$ cat config.mk
export PLATFORM = sky130hd
export DESIGN_NAME = x2050_psw_swap
export DESIGN_NICKNAME = d
export VERILOG_FILES = /design/src/rtl/x2050_psw_pkg.sv /design/src/rtl/x2050_int_pri.sv /design/src/rtl/x2050_psw_swap.sv
export SDC_FILE = /design/constraint.sdc
export NUM_CORES = 1
export LEC_CHECK = 0
export ABC_AREA = 1
export BUFFER_PORTS_ARGS = -buffer_cell sky130_fd_sc_hd__clkbuf_2
export CAP_MARGIN = 30
export CORE_UTILIZATION = 52
export CTS_BUF_LIST = sky130_fd_sc_hd__clkbuf_2
export DETAILED_ROUTE_END_ITERATION = 10
export PLACE_DENSITY = 0.95
export SYNTH_ARGS = -nofsm -noshare
export SYNTH_HDL_FRONTEND = slang
export SYNTH_SLANG_ARGS = --single-unit
export TNS_END_PERCENT = 50
$ cat constraint.sdc
create_clock -name i_clk -period 4 [get_ports i_clk]
set_clock_uncertainty 0.1 [all_clocks]
set_input_delay 0.4 -clock i_clk [delete_from_list [all_inputs] [get_ports i_clk]]
set_output_delay 0.4 -clock i_clk [all_outputs]
set_load 0.005 [all_outputs]
$ cat src/rtl/x2050_psw_pkg.sv
// Shared definitions for the 2050 interrupt priority arbiter and PSW-swap
// sequencer: state encoding, class one-hot indices, low-storage slot map
// and the priority rule used to pick a winner.
package x2050_psw_pkg;

  typedef enum logic [2:0] {
    S_IDLE = 3'd0,
    S_ST0  = 3'd1,
    S_ST1  = 3'd2,
    S_LD0  = 3'd3,
    S_LD1  = 3'd4,
    S_DONE = 3'd5
  } state_t;

  // One-hot class positions on o_sel / o_grant: {mck,pgm,svc,ext,io}.
  localparam int CL_MCK  = 4;
  localparam int CL_PGM  = 3;
  localparam int CL_SVC  = 2;
  localparam int CL_EXT  = 1;
  localparam int CL_IO   = 0;
  localparam int N_CLASS = 5;

  // Priority order follows the one-hot index: mck highest, io lowest.
  localparam int PRI_HIGH = CL_MCK;
  localparam int PRI_LOW  = CL_IO;

  // Old-PSW slots; the new-PSW slot of every class sits 0x40 above.
  localparam logic [7:0] OLD_EXT    = 8'h18;
  localparam logic [7:0] OLD_SVC    = 8'h20;
  localparam logic [7:0] OLD_PGM    = 8'h28;
  localparam logic [7:0] OLD_MCK    = 8'h30;
  localparam logic [7:0] OLD_IO     = 8'h38;
  localparam logic [7:0] NEW_OFFSET = 8'h40;

  function automatic logic [7:0] old_slot(input logic [N_CLASS-1:0] sel);
    logic [7:0] a;
    a = 8'h00;
    if (sel[CL_MCK])      a = OLD_MCK;
    else if (sel[CL_PGM]) a = OLD_PGM;
    else if (sel[CL_SVC]) a = OLD_SVC;
    else if (sel[CL_EXT]) a = OLD_EXT;
    else if (sel[CL_IO])  a = OLD_IO;
    return a;
  endfunction

  // Scan from lowest to highest priority so the highest enabled class wins.
  function automatic logic [N_CLASS-1:0] pri_pick(input logic [N_CLASS-1:0] en);
    logic [N_CLASS-1:0] r;
    r = '0;
    for (int i = PRI_LOW; i <= PRI_HIGH; i++) begin
      if (en[i]) begin
        r    = '0;
        r[i] = 1'b1;
      end
    end
    return r;
  endfunction

endpackage

$ cat src/rtl/x2050_int_pri.sv
// Combinational masking of pending interrupt classes against the system
// mask and the M bit, followed by the class priority encode and the
// lowest-numbered I/O channel pick.
module x2050_int_pri
  import x2050_psw_pkg::*;
(
  input  logic               i_mck_req,
  input  logic               i_pgm_req,
  input  logic               i_svc_req,
  input  logic               i_ext_req,
  input  logic [5:0]         i_io_req,
  input  logic [7:0]         i_sysmask,
  input  logic               i_m_bit,
  output logic [N_CLASS-1:0] o_sel,
  output logic [2:0]         o_io_chan,
  output logic               o_any
);

  logic [5:0]         w_io_en;
  logic [N_CLASS-1:0] w_en;
  logic [2:0]         w_chan;

  // Mask each class; PSW bit n lives at i_sysmask[7-n], ext uses PSW bit 7
  always_comb begin
    w_io_en = '0;
    for (int n = 0; n < 6; n++) begin
      w_io_en[n] = i_io_req[n] & i_sysmask[7-n];
    end
    w_en         = '0;
    w_en[CL_MCK] = i_mck_req & i_m_bit;
    w_en[CL_PGM] = i_pgm_req;
    w_en[CL_SVC] = i_svc_req;
    w_en[CL_EXT] = i_ext_req & i_sysmask[0];
    w_en[CL_IO]  = |w_io_en;
  end

  // Lowest enabled channel number wins among the I/O requests
  always_comb begin
    w_chan = 3'd0;
    for (int n = 5; n >= 0; n--) begin
      if (w_io_en[n]) w_chan = 3'(n);
    end
  end

  assign o_sel     = pri_pick(w_en);
  assign o_io_chan = o_sel[CL_IO] ? w_chan : 3'd0;
  assign o_any     = |w_en;

endmodule

$ cat src/rtl/x2050_psw_swap.sv
// Interrupt priority arbiter and PSW-swap sequencer for the 2050 model.
// Stores the old PSW (with interrupt code and ILC folded in) to the
// winning class's old slot, fetches the new PSW from its new slot and
// presents it with a one-cycle load/grant pulse.
// Optional build macro X2050_NEWPSW_CHECK_EN adds o_spec_err, flagging a
// fetched new PSW whose instruction address is odd.
module x2050_psw_swap
  import x2050_psw_pkg::*;
#(
  parameter int ADDR_W = 24
) (
  input  logic              i_clk,
  input  logic              i_reset,
  input  logic              i_ros_advance,
  input  logic              i_mck_req,
  input  logic              i_pgm_req,
  input  logic              i_svc_req,
  input  logic              i_ext_req,
  input  logic [5:0]        i_io_req,
  input  logic [7:0]        i_sysmask,
  input  logic [3:0]        i_amwp,
  input  logic [63:0]       i_psw,
  input  logic [15:0]       i_int_code,
  input  logic [1:0]        i_ilc,
  output logic [4:0]        o_sel,
  output logic [2:0]        o_io_chan,
  output logic              o_mem_req,
  output logic              o_mem_we,
  output logic [ADDR_W-1:0] o_mem_addr,
  output logic [31:0]       o_mem_wdata,
  input  logic              i_mem_ack,
  input  logic [31:0]       i_mem_rdata,
  output logic [63:0]       o_new_psw,
  output logic              o_psw_load,
  output logic [4:0]        o_grant,
`ifdef X2050_NEWPSW_CHECK_EN
  output logic              o_spec_err,
`endif
  output logic              o_busy,
  output logic              o_wait
);

  logic [4:0]  w_sel;
  logic [2:0]  w_io_chan;
  logic        w_any;
  state_t      r_state;
  state_t      w_next;
  logic [7:0]  w_slot;
  logic [4:0]  r_sel;
  logic [2:0]  r_io_chan;
  logic [15:0] r_int_code;
  logic [1:0]  r_ilc;
  logic [15:0] r_psw_hi;
  logic [29:0] r_psw_lo;
  logic        r_mem_req;
  logic [63:0] r_new_psw;
  logic        r_psw_load;
  logic [4:0]  r_grant;
  logic        r_spec_err;
  logic        w_unused;

  x2050_int_pri u_pri (
    .i_mck_req (i_mck_req),
    .i_pgm_req (i_pgm_req),
    .i_svc_req (i_svc_req),
    .i_ext_req (i_ext_req),
    .i_io_req  (i_io_req),
    .i_sysmask (i_sysmask),
    .i_m_bit   (i_amwp[2]),
    .o_sel     (w_sel),
    .o_io_chan (w_io_chan),
    .o_any     (w_any)
  );

  // Successor of each storage state once its access and dead cycle are done
  always_comb begin
    w_next = S_IDLE;
    case (r_state)
      S_ST0:   w_next = S_ST1;
      S_ST1:   w_next = S_LD0;
      S_LD0:   w_next = S_LD1;
      S_LD1:   w_next = S_DONE;
      default: w_next = S_IDLE;
    endcase
  end

  // Low-storage byte address touched by the current storage state
  always_comb begin
    w_slot = 8'h00;
    case (r_state)
      S_ST0:   w_slot = old_slot(r_sel);
      S_ST1:   w_slot = old_slot(r_sel) + 8'h04;
      S_LD0:   w_slot = old_slot(r_sel) + NEW_OFFSET;
      S_LD1:   w_slot = old_slot(r_sel) + NEW_OFFSET + 8'h04;
      default: w_slot = 8'h00;
    endcase
  end

  // Swap sequencer: each storage state runs a request phase (r_mem_req
  // high until ack) and then one dead cycle before moving on
  always_ff @(posedge i_clk) begin
    if (i_reset) begin
      r_state    <= S_IDLE;
      r_sel      <= '0;
      r_io_chan  <= '0;
      r_int_code <= '0;
      r_ilc      <= '0;
      r_psw_hi   <= '0;
      r_psw_lo   <= '0;
      r_mem_req  <= 1'b0;
      r_new_psw  <= '0;
      r_psw_load <= 1'b0;
      r_grant    <= '0;
      r_spec_err <= 1'b0;
    end else begin
      r_psw_load <= 1'b0;
      r_grant    <= '0;
      r_spec_err <= 1'b0;
      case (r_state)
        S_IDLE: begin
          if (i_ros_advance && w_any) begin
            r_state    <= S_ST0;
            r_mem_req  <= 1'b1;
            r_sel      <= w_sel;
            r_io_chan  <= w_io_chan;
            r_int_code <= i_int_code;
            r_ilc      <= i_ilc;
            r_psw_hi   <= i_psw[63:48];
            r_psw_lo   <= i_psw[29:0];
          end
        end
        S_ST0, S_ST1, S_LD0, S_LD1: begin
          if (r_mem_req) begin
            if (i_mem_ack) begin
              r_mem_req <= 1'b0;
              if (r_state == S_LD0) r_new_psw[63:32] <= i_mem_rdata;
              if (r_state == S_LD1) r_new_psw[31:0]  <= i_mem_rdata;
            end
          end else begin
            r_state <= w_next;
            if (r_state == S_LD1) begin
              r_psw_load <= 1'b1;
              r_grant    <= r_sel;
              r_spec_err <= r_new_psw[0];
            end else begin
              r_mem_req <= 1'b1;
            end
          end
        end
        default: r_state <= S_IDLE;
      endcase
    end
  end

  assign o_sel       = (r_state == S_IDLE) ? w_sel : r_sel;
  assign o_io_chan   = (r_state == S_IDLE) ? w_io_chan : r_io_chan;
  assign o_mem_req   = r_mem_req;
  assign o_mem_we    = (r_state == S_ST0) || (r_state == S_ST1);
  assign o_mem_addr  = ADDR_W'(w_slot);
  assign o_mem_wdata = (r_state == S_ST0) ? {r_psw_hi, r_int_code} :
                       (r_state == S_ST1) ? {r_ilc, r_psw_lo} : 32'h0;
  assign o_new_psw   = r_new_psw;
  assign o_psw_load  = r_psw_load;
  assign o_grant     = r_grant;
  assign o_busy      = (r_state != S_IDLE);
  assign o_wait      = i_amwp[1] & (r_state == S_IDLE) & ~w_any;
`ifdef X2050_NEWPSW_CHECK_EN
  assign o_spec_err  = r_spec_err;
  assign w_unused    = ^{i_amwp[3], i_amwp[0], i_psw[47:30]};
`else
  assign w_unused    = ^{i_amwp[3], i_amwp[0], i_psw[47:30], r_spec_err};
`endif

endmodule

; Word-level counts from Yosys, hierarchy flattened
; Index checks and enable logic that the tools add are counted.
[totals]
elab_cells = 85
in_bits = 140
reg_bits = 146
out_inout_bits = 138
[op_classes]
addsub = 4
muxes = 35
n_eq_ne = 6
reduce_logical = 15
bitwise_logic = 13
[ops]
columns = cell, n
row1 = 32-bit 2-to-1 mux, 2
row2 = 8-bit 2-to-1 mux, 6
row3 = 3-bit 2-to-1 mux, 11
row4 = 8-bit one-hot mux with 4 select lines, 1
row5 = "8-bit by 3-bit adder with 8-bit output, second input constant", 2
row6 = "8-bit by 7-bit adder with 8-bit output, second input constant", 2
row7 = 6-bit 2-to-1 mux, 2
row8 = 3-bit one-hot mux with 4 select lines, 1
row9 = 1-bit bitwise AND, 10
row10 = 5-bit 2-to-1 mux, 2
row11 = 10-bit OR reduction, 1
row12 = 4-bit AND reduction, 2
row13 = 4-bit OR reduction, 2
row14 = "3-bit by 2-bit equality test with 1-bit output, second input constant", 2
row15 = 1-bit 2-to-1 mux, 6
row16 = 3-bit one-hot mux with 2 select lines, 1
row17 = 2-bit AND reduction, 3
row18 = 6-bit OR reduction, 1
row19 = 4-bit 2-to-1 mux, 1
row20 = "2-bit inequality test, second input constant", 2
row21 = "3-bit by 1-bit equality test with 1-bit output, second input constant", 1
row22 = "3-bit equality test, second input constant", 1
row23 = 3-bit zero test, 1
row24 = 1-bit inverter, 3
row25 = other kinds (7), 7

; Longest topological paths before layout
[logic_depth]
depth_word = 9
depth_mapped = 9
depth_no_buf = 9

; Modules after synthesis
; From an unflattened synthesis, not the netlist that was laid out.
[hier_totals]
cells_unflattened = 771
area_unflattened_um2 = 5898.2
[by_module_without_submodules]
columns = mod, area_each_um2, seq_area_each_um2, cells_each, instances
row1 = x2050_psw_swap, 5723.0, 2922.8, 734, 1
row2 = x2050_int_pri, 175.2, 0.0, 37, 1

; Least setup slack after synthesis
; No wires, ideal clock.
[synth_timing]
kind = input to output
from = input i_svc_req
to = output o_io_chan[0]
path_slack_ns = 2.292
n_path_buf = 0
stages = 9
arrival_time_ns = 1.208
t_required_ns = 3.500
cell_sequence = inv_1 -> nand2_1 -> nor2_2 -> inv_1 -> a21oi_1 -> nand2_1 -> nor2_1 -> nand2_1 -> o21ai_0
[synth_between]
elab_chain_cells = 5
[synth_lines]
columns = element, line
row1 = start: declaration, x2050_psw_swap.sv:17  ; input logic i_svc_req,
row2 = 3-bit 2-to-1 mux, x2050_psw_pkg.sv:51  ; if (en[i]) begin
row3 = 4-bit 2-to-1 mux, x2050_psw_pkg.sv:51
row4 = 5-bit 2-to-1 mux, x2050_psw_pkg.sv:51
row5 = 3-bit 2-to-1 mux, x2050_int_pri.sv:46  ; assign o_io_chan = o_sel[CL_IO] ? w_chan : 3'd0;
row6 = 3-bit 2-to-1 mux, x2050_psw_swap.sv:156  ; assign o_io_chan = (r_state == S_IDLE) ? w_io_chan : r_io_chan;
row7 = end: declaration, x2050_psw_swap.sv:26  ; output logic [2:0] o_io_chan,
; Every way passes these cells.

; Final worst setup path
[layout_timing]
from = register r_state[2]
to = output o_mem_addr[5]
[layout_between]
elab_chain_cells = 2
elab_cells_between_ends = 5
classes_between = eq/ne: 4 / mux: 1
[layout_lines]
columns = element, line
row1 = start: declaration, x2050_psw_swap.sv:46  ; state_t r_state;
row2 = start signal: assignment, x2050_psw_swap.sv:140  ; r_state <= w_next;
row3 = 3-bit equality test (tied with other cells), x2050_psw_swap.sv:90  ; case (r_state)
row4 = 8-bit one-hot mux with 4 select lines (*), x2050_psw_swap.sv:90
row5 = end: declaration, x2050_psw_swap.sv:29  ; output logic [ADDR_W-1:0] o_mem_addr,
; Mark *: on every way between the ends. The rest lies on a longest branch, timed or not.

==> flow_metrics.tcl <==
set metrics [dict create \
    grt_use_met2 0.595 \
    critPathMaxFanout 35 \
    areaGrowthSynthToFinish_pct 40.8 \
    setup_viol 0 \
    required_ns 3.50 \
    ys_seq_area_frac 0.477 \
    worstHoldPathType "input pin to flip-flop" \
    finalSetupTns_ns 0 \
    layout_commonest_cell "clkbuf_2" \
    worstSetupPathType "flip-flop to primary output" \
    initial_utilization 0.534 \
    hold_slack_ns 0.105 \
    final_nets 1313 \
    pin_count 278 \
    yosysUniqueCellTypes 29 \
    placed_cell_area_um2 7200 \
    grt_pass1_wl_um 35100 \
    core_um2 11500 \
    grt_max_degree 96 \
    cts.sinks 146 \
    portBuffers 237 \
    path_clk_slew_ns 0.20 \
    ff2ff_path_depth 8 \
    worstPathArrival_ns 2.76 \
    gr-total-overflow 0 \
    grt-busiest-layer "met2" \
    min_path_cells 7 \
    grt_pass1_vias 7280 \
    wire_per_inst_um 16.7 \
    crit_slowest_cell "nand3_2" \
    die_width_um 111 \
    rsz0062_at_grt "no" \
    remaining_drc_errors 0 \
    finalCritPeriodShare 0.815 \
    final_cell_mix "clkbuf_2 (254), nand2_1 (219), dfxtp_1 (146), dlygate4sd3_1 (119), a21oi_1 (110)" \
    drv_slew 0 \
    clk_latency_ns 0.68 \
    hold_viol_final 0 \
    irDropWorstVdd_mv 0.276 \
    cts_root_buf "clkbuf_2" \
    critPathTopFamily "simple AND/OR/NAND/NOR gates" \
    drive_above_1_share 0.241 \
    r2r_end "r_psw_hi[1]$_SDFFE_PP0P_" \
    antenna_found_initial 1 \
    met1_usage 0.404 \
    h-tree-depth 4 \
    synthCells 845 \
    tightest_slew_ns 1.02 \
    p_leak_nw 3.93 \
    rows 39 \
    path_cells "inv_2 > nand3_2 > nand2_1 > inv_1 > nand2_1 > inv_1 > a31oi_1 > clkbuf_2" \
    worstHoldEndpoint "r_io_chan[2]$_SDFFE_PP0P_" \
    cts_tree "yes" \
    p_per_area_nw_per_um2 449 \
    fin_crit_ns 3.26 \
    hold_start "i_io_req[5]" \
    via_count 7298 \
    final_design_area_no_fill_um2 8630 \
    ant_nets 0 \
    layout.cells.non_filler 1330 \
    max_slew_margin 0.320 \
    syn_area_um2 6130 \
    die_h_um 111 \
    gp_congestion 0.784 \
    dpl.cell_count 1178 \
    fmax_mhz 307 \
    crit_path_max_incr_delay_ns 0.61 \
    dieArea_um2 12200 \
    reg2reg_from "r_state[0]$_SDFFE_PP0P_" \
    worstSetupStartpointType "flip-flop" \
    cts_max_path_buffers 2 \
    drv_cap 0 \
    ys_ff_latch 146 \
    use_met3 0.109 \
    yosysWarningCount 0 \
    cts_buffers 17 \
    total_power_w 0.00387 \
    finalWirelength_um 22200 \
    endpoint_kind "primary output" \
    drtIter0Drc 1037 \
    status "completed" \
    post_cts_buffers 0 \
    reg2reg_slack_ns 1.31 \
    hpwlAfterDp_um 10700 \
    grt_use_total 0.356 \
    ctsResizeCount 0 \
    avgSynthCellArea_um2 7.25 \
    critPathBufInv 4 \
    via_per_inst 5.49 \
    first_pass_iters 7 \
]
-- through the flow --
step | util | setup slack (ns)
after floorplan | - | 2.29
after global placement | 0.623 | 1.35
after detailed placement | 0.628 | 1.51
after CTS | 0.752 | 0.660
after global routing | 0.752 | 0.497
final | 0.752 | 0.740
-- power by group --
part / total, W / internal [W] / switching [W] / leakage (nW)
Combinational: 0.00130 / 0.000450 / 0.000847 / 2.61
Clock: 0.000859 / 0.000335 / 0.000524 / 0.135
Sequential: 0.00171 / 0.00161 / 0.000107 / 1.19
-- tightest hold or removal path: cells and delay by family --
family                 cells  cell delay (ns)
buffers and inverters      2             0.19
and+or+nand+nor            4             0.24
AOI/OAI and AO/OA          1             0.05
-- synthesized netlist by cell type --
library cell,count,area share
buf_2,10,0.0082
o22ai_1,32,0.033
nand3_1,38,0.031
nor2_2,2,0.0020
nand3_2,3,0.0049
inv_1,84,0.051
buf_4,22,0.027
nor3_1,3,0.0024
buf_8,1,0.0024
dfxtp_1,146,0.48
clkinv_1,1,0.00061
nand4_1,1,0.0010
a31oi_1,1,0.0010
nand3_4,1,0.0029
buf_1,3,0.0018
a21oi_1,110,0.090
nor2_4,3,0.0055
nor3_2,1,0.0016
nor3b_1,1,0.0012
buf_6,10,0.018
inv_2,6,0.0037
inv_4,1,0.0010
o21ai_0,32,0.026
clkbuf_1,25,0.015
nand2_1,219,0.13
conb_1,1,0.00061
nor2_1,80,0.049
o21ai_1,7,0.0057
nand3b_1,1,0.0012
-- layer usage --
layer / routed length, um / up-vias / share of wire
li1: - / 3308 / -
met1: 8230 / 3284 / 0.37
met2: 10300 / 586 / 0.47
met3: 2520 / 120 / 0.11
met4: 1070 / 0 / 0.048
met5: 0 / - / 0
-- cell families after synthesis --
family | after synthesis | synth area share
AO/OA/AOI/OAI | 182 | 0.155
flip-flops | 146 | 0.477
AND/OR/NAND/NOR | 353 | 0.237
other | 1 | 0.000612
buffers and inverters | 163 | 0.130
-- registers in the layout, indices dropped and copies added, names as in the netlist --
register    flops
o_grant         5
r_psw_hi       16
o_new_psw      64
o_mem_req       1
r_int_code     16
r_state         3
r_psw_lo       30
r_ilc           2
r_io_chan       3
o_psw_load      1
r_sel           5
-- how the worst max path moves through the flow --
stage,start,end,slack [ns],cells after the start
after global routing,r_state[2]$_SDFFE_PP0P_,o_mem_addr[5],0.50,8
final,r_state[2]$_SDFFE_PP0P_,o_mem_addr[5],0.74,8
after floorplan,i_svc_req,o_io_chan[0],2.29,9
after CTS,r_state[2]$_SDFFE_PP0P_,o_mem_addr[5],0.66,8
after detailed placement,r_state[2]$_SDFFE_PP0P_,o_mem_addr[5],1.51,8
after global placement,r_state[2]$_SDFFE_PP0P_,o_new_psw[30]$_SDFFE_PP0P_,1.35,5
-- area by class of cell --
class                      count  area, um^2
sequential                   146        2920
fill                         718        2840
multi-input combinational    554        2480
timing repair buffer         362        2460
inverter                      92         348
tap                          143         179
clock inverter                14         145
clock buffer                  18        90.1
antenna                        1        2.50
-- what timing repair did --
item | 4_1_cts | 5_1_grt
hold endpoints to repair | 137 | 0
hold buffers | 119 | 0
endpoints found under the setup margin | 0 | 0
Power figures use the tool's default switching activity.
